File: src/rtl/lsu_if.sv
// Execute-stage / data-memory bundle for the load/store sequencer.
// master: pipeline and memory side; slave: lsu_ctrl.
interface lsu_if #(
   parameter int AW = 10,
   parameter int DW = 32
);
   logic          req_valid;
   logic          req_ready;
   logic          req_we;
   logic [2:0]    req_funct3;
   logic [31:0]   req_addr;
   logic [31:0]   req_wdata;
   logic          resp_valid;
   logic          resp_err;
   logic [31:0]   resp_rdata;
   logic          mem_we;
   logic [AW-1:0] mem_addr;
   logic [DW-1:0] mem_wdata;
   logic [DW-1:0] mem_rdata;

   modport master (
      output req_valid, req_we, req_funct3, req_addr, req_wdata,
      output mem_rdata,
      input  req_ready, resp_valid, resp_err, resp_rdata,
      input  mem_we, mem_addr, mem_wdata
   );

   modport slave (
      input  req_valid, req_we, req_funct3, req_addr, req_wdata,
      input  mem_rdata,
      output req_ready, resp_valid, resp_err, resp_rdata,
      output mem_we, mem_addr, mem_wdata
   );
endinterface

File: src/rtl/lsu_ctrl.sv
// RV32I load/store sequencer on a single-port, word-wide data memory.
// Sub-word stores are read-modify-write; misaligned/illegal ops are rejected.
module lsu_ctrl #(
   parameter int DMEM_ADDR_WIDTH = 10,
   parameter int DMEM_DATA_WIDTH = 32
) (
   input logic  clk,
   input logic  rst_n,
   lsu_if.slave bus
);
   typedef enum logic [2:0] {
      IDLE, RD, MRG, WR, RESP
   } state_t;

   state_t                       state;
   logic                         we_q;
   logic [2:0]                   f3_q;
   logic [1:0]                   off_q;
   logic [31:0]                  wdata_q;
   logic                         err_q;
   logic                         resp_valid_q;
   logic                         resp_err_q;
   logic [31:0]                  resp_rdata_q;
   logic                         mem_we_q;
   logic [DMEM_ADDR_WIDTH-1:0]   mem_addr_q;
   logic [31:0]                  mem_wdata_q;

   logic [DMEM_DATA_WIDTH-1:0]   rd_word;
   logic [2:0]                   f3;
   logic [1:0]                   lo;
   logic                         illegal;
   logic                         misal;
   logic                         bad;
   logic [7:0]                   lane_b;
   logic [15:0]                  lane_h;
   logic [31:0]                  ld;
   logic [31:0]                  merged;
   logic                         unused_addr;

   assign rd_word     = bus.mem_rdata;
   assign f3          = bus.req_funct3;
   assign lo          = bus.req_addr[1:0];
   assign unused_addr = ^bus.req_addr[31:DMEM_ADDR_WIDTH+2];

   assign illegal = (f3 == 3'b011) || (f3[2:1] == 2'b11)
                 || (bus.req_we && f3[2]);
   assign misal   = (f3[1:0] == 2'b01 && lo[0])
                 || (f3[1:0] == 2'b10 && lo != 2'b00);
   assign bad     = illegal || misal;

   assign lane_b = rd_word[{off_q, 3'b000} +: 8];
   assign lane_h = rd_word[{off_q[1], 4'b0000} +: 16];

   always_comb begin
      case (f3_q)
         3'b000:  ld = {{24{lane_b[7]}}, lane_b};
         3'b001:  ld = {{16{lane_h[15]}}, lane_h};
         3'b100:  ld = {24'h0, lane_b};
         3'b101:  ld = {16'h0, lane_h};
         default: ld = rd_word[31:0];
      endcase
   end

   // Replace only the addressed lane; funct3[0] selects half vs byte.
   always_comb begin
      merged = rd_word[31:0];
      if (f3_q[0])
         merged[{off_q[1], 4'b0000} +: 16] = wdata_q[15:0];
      else
         merged[{off_q, 3'b000} +: 8] = wdata_q[7:0];
   end

   always_ff @(posedge clk or negedge rst_n) begin
      if (!rst_n) begin
         state        <= IDLE;
         we_q         <= 1'b0;
         f3_q         <= 3'b000;
         off_q        <= 2'b00;
         wdata_q      <= 32'h0;
         err_q        <= 1'b0;
         resp_valid_q <= 1'b0;
         resp_err_q   <= 1'b0;
         resp_rdata_q <= 32'h0;
         mem_we_q     <= 1'b0;
         mem_addr_q   <= '0;
         mem_wdata_q  <= 32'h0;
      end else begin
         resp_valid_q <= 1'b0;
         resp_err_q   <= 1'b0;
         mem_we_q     <= 1'b0;
         case (state)
            IDLE: begin
               if (bus.req_valid) begin
                  we_q    <= bus.req_we;
                  f3_q    <= f3;
                  off_q   <= lo;
                  wdata_q <= bus.req_wdata;
                  err_q   <= bad;
                  if (bad) begin
                     state <= RESP;
                  end else begin
                     mem_addr_q <= bus.req_addr[DMEM_ADDR_WIDTH+1:2];
                     if (bus.req_we && f3 == 3'b010) begin
                        mem_we_q    <= 1'b1;
                        mem_wdata_q <= bus.req_wdata;
                        state       <= WR;
                     end else begin
                        state <= RD;
                     end
                  end
               end
            end
            RD: state <= MRG;
            MRG: begin
               if (we_q) begin
                  mem_we_q    <= 1'b1;
                  mem_wdata_q <= merged;
                  state       <= WR;
               end else begin
                  resp_rdata_q <= ld;
                  state        <= RESP;
               end
            end
            WR: state <= RESP;
            RESP: begin
               resp_valid_q <= 1'b1;
               resp_err_q   <= err_q;
               state        <= IDLE;
            end
            default: state <= IDLE;
         endcase
      end
   end

   assign bus.req_ready  = (state == IDLE);
   assign bus.resp_valid = resp_valid_q;
   assign bus.resp_err   = resp_err_q;
   assign bus.resp_rdata = resp_rdata_q;
   assign bus.mem_we     = mem_we_q;
   assign bus.mem_addr   = mem_addr_q;
   assign bus.mem_wdata  = {{(DMEM_DATA_WIDTH-32){1'b0}}, mem_wdata_q};
endmodule

File: src/flat_wrapper.sv
// flat-port wrapper written by rule: the top's interface ports become plain ports
module lsu_ctrl_flat 
#(
   parameter int DMEM_ADDR_WIDTH = 10,
   parameter int DMEM_DATA_WIDTH = 32
)
  (clk, rst_n, bus_req_valid, bus_req_we, bus_req_funct3, bus_req_addr, bus_req_wdata, bus_mem_rdata, bus_req_ready, bus_resp_valid, bus_resp_err, bus_resp_rdata, bus_mem_we, bus_mem_addr, bus_mem_wdata);
  lsu_if #(.AW((10)), .DW(32)) bus_i ();
  input logic clk;
  input logic rst_n;
  input wire logic [$bits(bus_i.req_valid)-1:0] bus_req_valid;
  input wire logic [$bits(bus_i.req_we)-1:0] bus_req_we;
  input wire logic [$bits(bus_i.req_funct3)-1:0] bus_req_funct3;
  input wire logic [$bits(bus_i.req_addr)-1:0] bus_req_addr;
  input wire logic [$bits(bus_i.req_wdata)-1:0] bus_req_wdata;
  input wire logic [$bits(bus_i.mem_rdata)-1:0] bus_mem_rdata;
  output wire logic [$bits(bus_i.req_ready)-1:0] bus_req_ready;
  output wire logic [$bits(bus_i.resp_valid)-1:0] bus_resp_valid;
  output wire logic [$bits(bus_i.resp_err)-1:0] bus_resp_err;
  output wire logic [$bits(bus_i.resp_rdata)-1:0] bus_resp_rdata;
  output wire logic [$bits(bus_i.mem_we)-1:0] bus_mem_we;
  output wire logic [$bits(bus_i.mem_addr)-1:0] bus_mem_addr;
  output wire logic [$bits(bus_i.mem_wdata)-1:0] bus_mem_wdata;
  assign bus_i.req_valid = bus_req_valid;
  assign bus_i.req_we = bus_req_we;
  assign bus_i.req_funct3 = bus_req_funct3;
  assign bus_i.req_addr = bus_req_addr;
  assign bus_i.req_wdata = bus_req_wdata;
  assign bus_i.mem_rdata = bus_mem_rdata;
  assign bus_req_ready = bus_i.req_ready;
  assign bus_resp_valid = bus_i.resp_valid;
  assign bus_resp_err = bus_i.resp_err;
  assign bus_resp_rdata = bus_i.resp_rdata;
  assign bus_mem_we = bus_i.mem_we;
  assign bus_mem_addr = bus_i.mem_addr;
  assign bus_mem_wdata = bus_i.mem_wdata;
  lsu_ctrl #(.DMEM_ADDR_WIDTH(DMEM_ADDR_WIDTH), .DMEM_DATA_WIDTH(DMEM_DATA_WIDTH)) u_core (.clk(clk), .rst_n(rst_n), .bus(bus_i));
endmodule
File: config.mk
export PLATFORM = sky130hd
export DESIGN_NAME = lsu_ctrl_flat
export DESIGN_NICKNAME = d
export VERILOG_FILES = /design/src/rtl/lsu_if.sv /design/src/rtl/lsu_ctrl.sv /design/src/flat_wrapper.sv
export SDC_FILE = /design/constraint.sdc
export NUM_CORES = 1
export LEC_CHECK = 0
export CORE_UTILIZATION = 43
export DETAILED_ROUTE_END_ITERATION = 7
export PLACE_DENSITY = 0.77
export RECOVER_POWER = 25
export SLEW_MARGIN = 30
export SYNTH_ARGS = -nofsm -noshare
export SYNTH_HDL_FRONTEND = slang
export SYNTH_SLANG_ARGS = --single-unit
File: constraint.sdc
create_clock -name clk -period 2.45 [get_ports clk]
set_input_delay 0.49 -clock clk [delete_from_list [all_inputs] [get_ports clk]]
set_output_delay 0.49 -clock clk [all_outputs]
set_load 0.05 [all_outputs]
==> flow_summary.toml <==
[critical_path]
required_ps = 2740
endpoint_kind = "register"
cp_cell_sequence = "or4b_4 > nor3_4 > a21oi_1 > o21ai_2"
cpLargestDelayFamily = "simple AND/OR/NAND/NOR gates"
arrival_ps = 2450
cpPeakStageDelay_ps = 740
worstSetupStartpointType = "register"
crit_path_top_delay_cell = "or4b_4"
crit_fanout = 16
worstSetupPathType = "register to register"
cp_num_buf_inv = 0

[finish]
multi_input_area_um2 = 3180
fillCellCount = 1144
antenna_cells = 0
layout.nets = 899
seq_area_um2 = 2580
fin_util_pct = 59.8
area_delta_synth_final_pct = 36.2
drive_gt1_share_pct = 14.7

[timing]
hold_slack_ps = 315
setup_violations = 0
fmax_mhz = 463
finalCriticalPeriod_ps = 2160
hold_viol_final = 0
finalCritPeriodShare_pct = 88.1
relSlewSlack_pct = 28.7
finalSetupTns_ps = 0
rsz0062_at_grt = "false"
drv_slew = 0
layout_setup_ws_ps = 292
worst_slew_pin_slew_ps = 1070
fin_worst_skew_ps = 4.82

[yosys]
ys_warn_count = 0
syn-cell-area_um2 = 6070
syn_inst = 638
synth-edff-count = 0
synthesis.nets = 746
synthFlopType = "dfrtp_1"
ys_seq_area_share_pct = 42.5
synth-seq-cells = 103
yosysUniqueCellTypes = 53
synthArstFlopShare_pct = 100
avgSynthCellArea_um2 = 9.51

[global_route]
grt_max_degree = 53
grt.total_usage_pct = 27.6
antenna_found_initial = 0
grt_pass1_wl_um = 30800
grt_pass1_vias = 5703
overflow = 0

[clock_tree]
cts_sinks = 103
cts.repair.resized = 0
htreeDepth = 3
post-cts-setup-buffer-count = 0
ctsHoldBuffers = 0
cts_root_buffer = "clkbuf_16"
clk_path_buf_depth = 2
cts_tree = "yes"
clk_pin_slew_ps = 70
cts_buffers = 9
clkLatencyLatePin_ps = 360

[die]
fp.coreArea_um2 = 13800
floorplan.initialDensity_pct = 43.9
pin_count = 181
rows = 43
die_w_um = 121
die_height_um = 121
die-area_um2 = 14600

[routing]
route.vias.total = 5861
routed_via_density = 6.01
drt-initial-drc-count = 512
antenna_left = 0
drt-total-wl_um = 19600
drt-pass1-iter-count = 5
avgRoutedWirePerCell_um = 20.1
post-route-drc-count = 0

[placement]
place_worst_setup_slack_ps = 58.5
gp_congestion = 0.881
io_buffers = 160
dp_hpwl_um = 14400

[flow_run]
max_cap_viol_count = 0

[outcome]
status = "finished, final reports clean"

[power_and_ir_drop]
comb_power_share_pct = 60.4
power_frac_clock_pct = 12.8
powerDensity_nw_per_um2 = 1500
irDropWorstVdd_v = 0.000893
swShare_pct = 49.8
p_int_uw = 6200
seq_power_share_pct = 26.8
p_sw_uw = 6160
p_total_uw = 12400
leakage_uw = 0.00348

[hold_path]
hold_class = "input pin to asynchronous set/reset pin"
==> cell families (layout without fill, tap and decap cells) <==
| kind of cell | count (synthesis) | in the layout | synth area share, % |
|---|---|---|---|
| AOI/OAI and AO/OA | 214 | 214 | 24.8 |
| and+or+nand+nor | 190 | 190 | 15.9 |
| DFF | 103 | 103 | 42.5 |
| buffers and inverters | 69 | 227 | 5.40 |
| muxes | 57 | 57 | 10.4 |
| adders and majority gates | 5 | 5 | 1.03 |
==> cell type report <==
cell class | count | area share [%]
inverters | 14 | 0.636
flip-flops and latches | 103 | 31.2
clock inverters | 6 | 1.01
repair buffers | 197 | 23.1
clock buffers | 10 | 2.89
well taps | 180 | 2.72
multi-input cells | 466 | 38.4
==> metal layers <==
metal,vias up,track usage (%),wire [µm]
met5,-,0,0
met4,0,10.2,505
met3,36,4.67,1530
met2,281,43.3,9110
met1,2869,38.2,8450
li1,2675,-,-
==> synthesized netlist by cell type, types with 11 or more instances <==
library cell,instances,share of area (%)
or3_1,14,1.4
o211ai_1,16,2.0
a221oi_1,11,1.6
o21ai_1,20,1.6
clkbuf_1,21,1.3
a211o_1,15,2.2
a221o_1,16,2.6
o22ai_1,16,1.6
nor2_1,37,2.3
buf_2,25,2.1
dfrtp_1,103,42
mux2i_1,16,2.6
nand2_1,87,5.4
a21oi_1,47,3.9
nand2b_1,11,1.1
o21ai_0,15,1.2
mux2_2,36,6.7
o2bb2ai_1,14,2.0
inv_1,11,0.68
==> worst paths after layout <==
path                            cells past startpoint                          start  slack, ps                                     to
worst max register to register                      4    u_core.state[2]$_DFFE_PN0P_        290  u_core.bus.resp_rdata[21]$_DFFE_PN0P_
worst min-delay path                                1                          rst_n        310  u_core.bus.resp_rdata[12]$_DFFE_PN0P_
worst max-delay path                                4    u_core.state[2]$_DFFE_PN0P_        290  u_core.bus.resp_rdata[21]$_DFFE_PN0P_
min in group clk                                    2  u_core.wdata_q[8]$_DFFE_PN0P_        480          u_core.wdata_q[8]$_DFFE_PN0P_
worst min register to register                      2  u_core.wdata_q[8]$_DFFE_PN0P_        480          u_core.wdata_q[8]$_DFFE_PN0P_
max in group asynchronous                           2                          rst_n       1290   u_core.bus.mem_wdata[24]$_DFFE_PN0P_
==> layout by cell type (no fill, tap or decap), types with 10 or more instances in the layout <==
| cell type | n |
|---|---|
| o211ai_1 | 16 |
| a221oi_1 | 11 |
| mux2i_1 | 16 |
| dfrtp_1 | 102 |
| nor2_1 | 37 |
| o21ai_1 | 20 |
| o2bb2ai_1 | 14 |
| clkdlybuf4s50_1 | 158 |
| inv_1 | 11 |
| nand2_1 | 87 |
| or3_1 | 14 |
| nand2b_1 | 11 |
| buf_4 | 35 |
| o21ai_2 | 10 |
| mux2_2 | 36 |
| a221o_1 | 16 |
| o22ai_1 | 16 |
| o21ai_0 | 15 |
| a21oi_1 | 47 |
| a211o_1 | 15 |
==> flip-flops by register name, indices dropped and copies added (netlist names) <==
signal / count
u_core.bus.mem_addr: 10
u_core.bus.mem_we: 1
u_core.off_q: 2
u_core.f3_q: 3
u_core.state: 3
u_core.bus.resp_err: 1
u_core.bus.mem_wdata: 32
u_core.wdata_q: 16
u_core.bus.resp_rdata: 32
u_core.bus.resp_valid: 1
u_core.we_q: 1
u_core.err_q: 1
==> power groups by stage <==
| stage | registers, µW | logic [µW] | clock network [µW] |
|---|---|---|---|
| 2_1_floorplan | 5080 | 3200 | 0 |
| 5_1_grt | 3410 | 7970 | 1650 |
| 3_3_place_gp | 3270 | 7290 | 0 |
| 4_1_cts | 3300 | 7460 | 1590 |
| 6_report | 3310 | 7470 | 1580 |
| 3_5_place_dp | 3320 | 7430 | 0 |
==> stage by stage <==
stage / cell area [µm²] / instances
finish: 8270 / 976
global placement: 7950 / 960
detailed placement: 7950 / 960
global route: 8270 / 976
floorplan: 6070 / 638
CTS: 8270 / 976
==> worst register-to-register path, stage by stage, from the launching register on <==
cell and delay, ps:
dfrtp_1 520, or4b_4 740, nor3_4 560, a21oi_1 140, o21ai_2 140
Note: power is estimated with default switching activity, not from simulation.
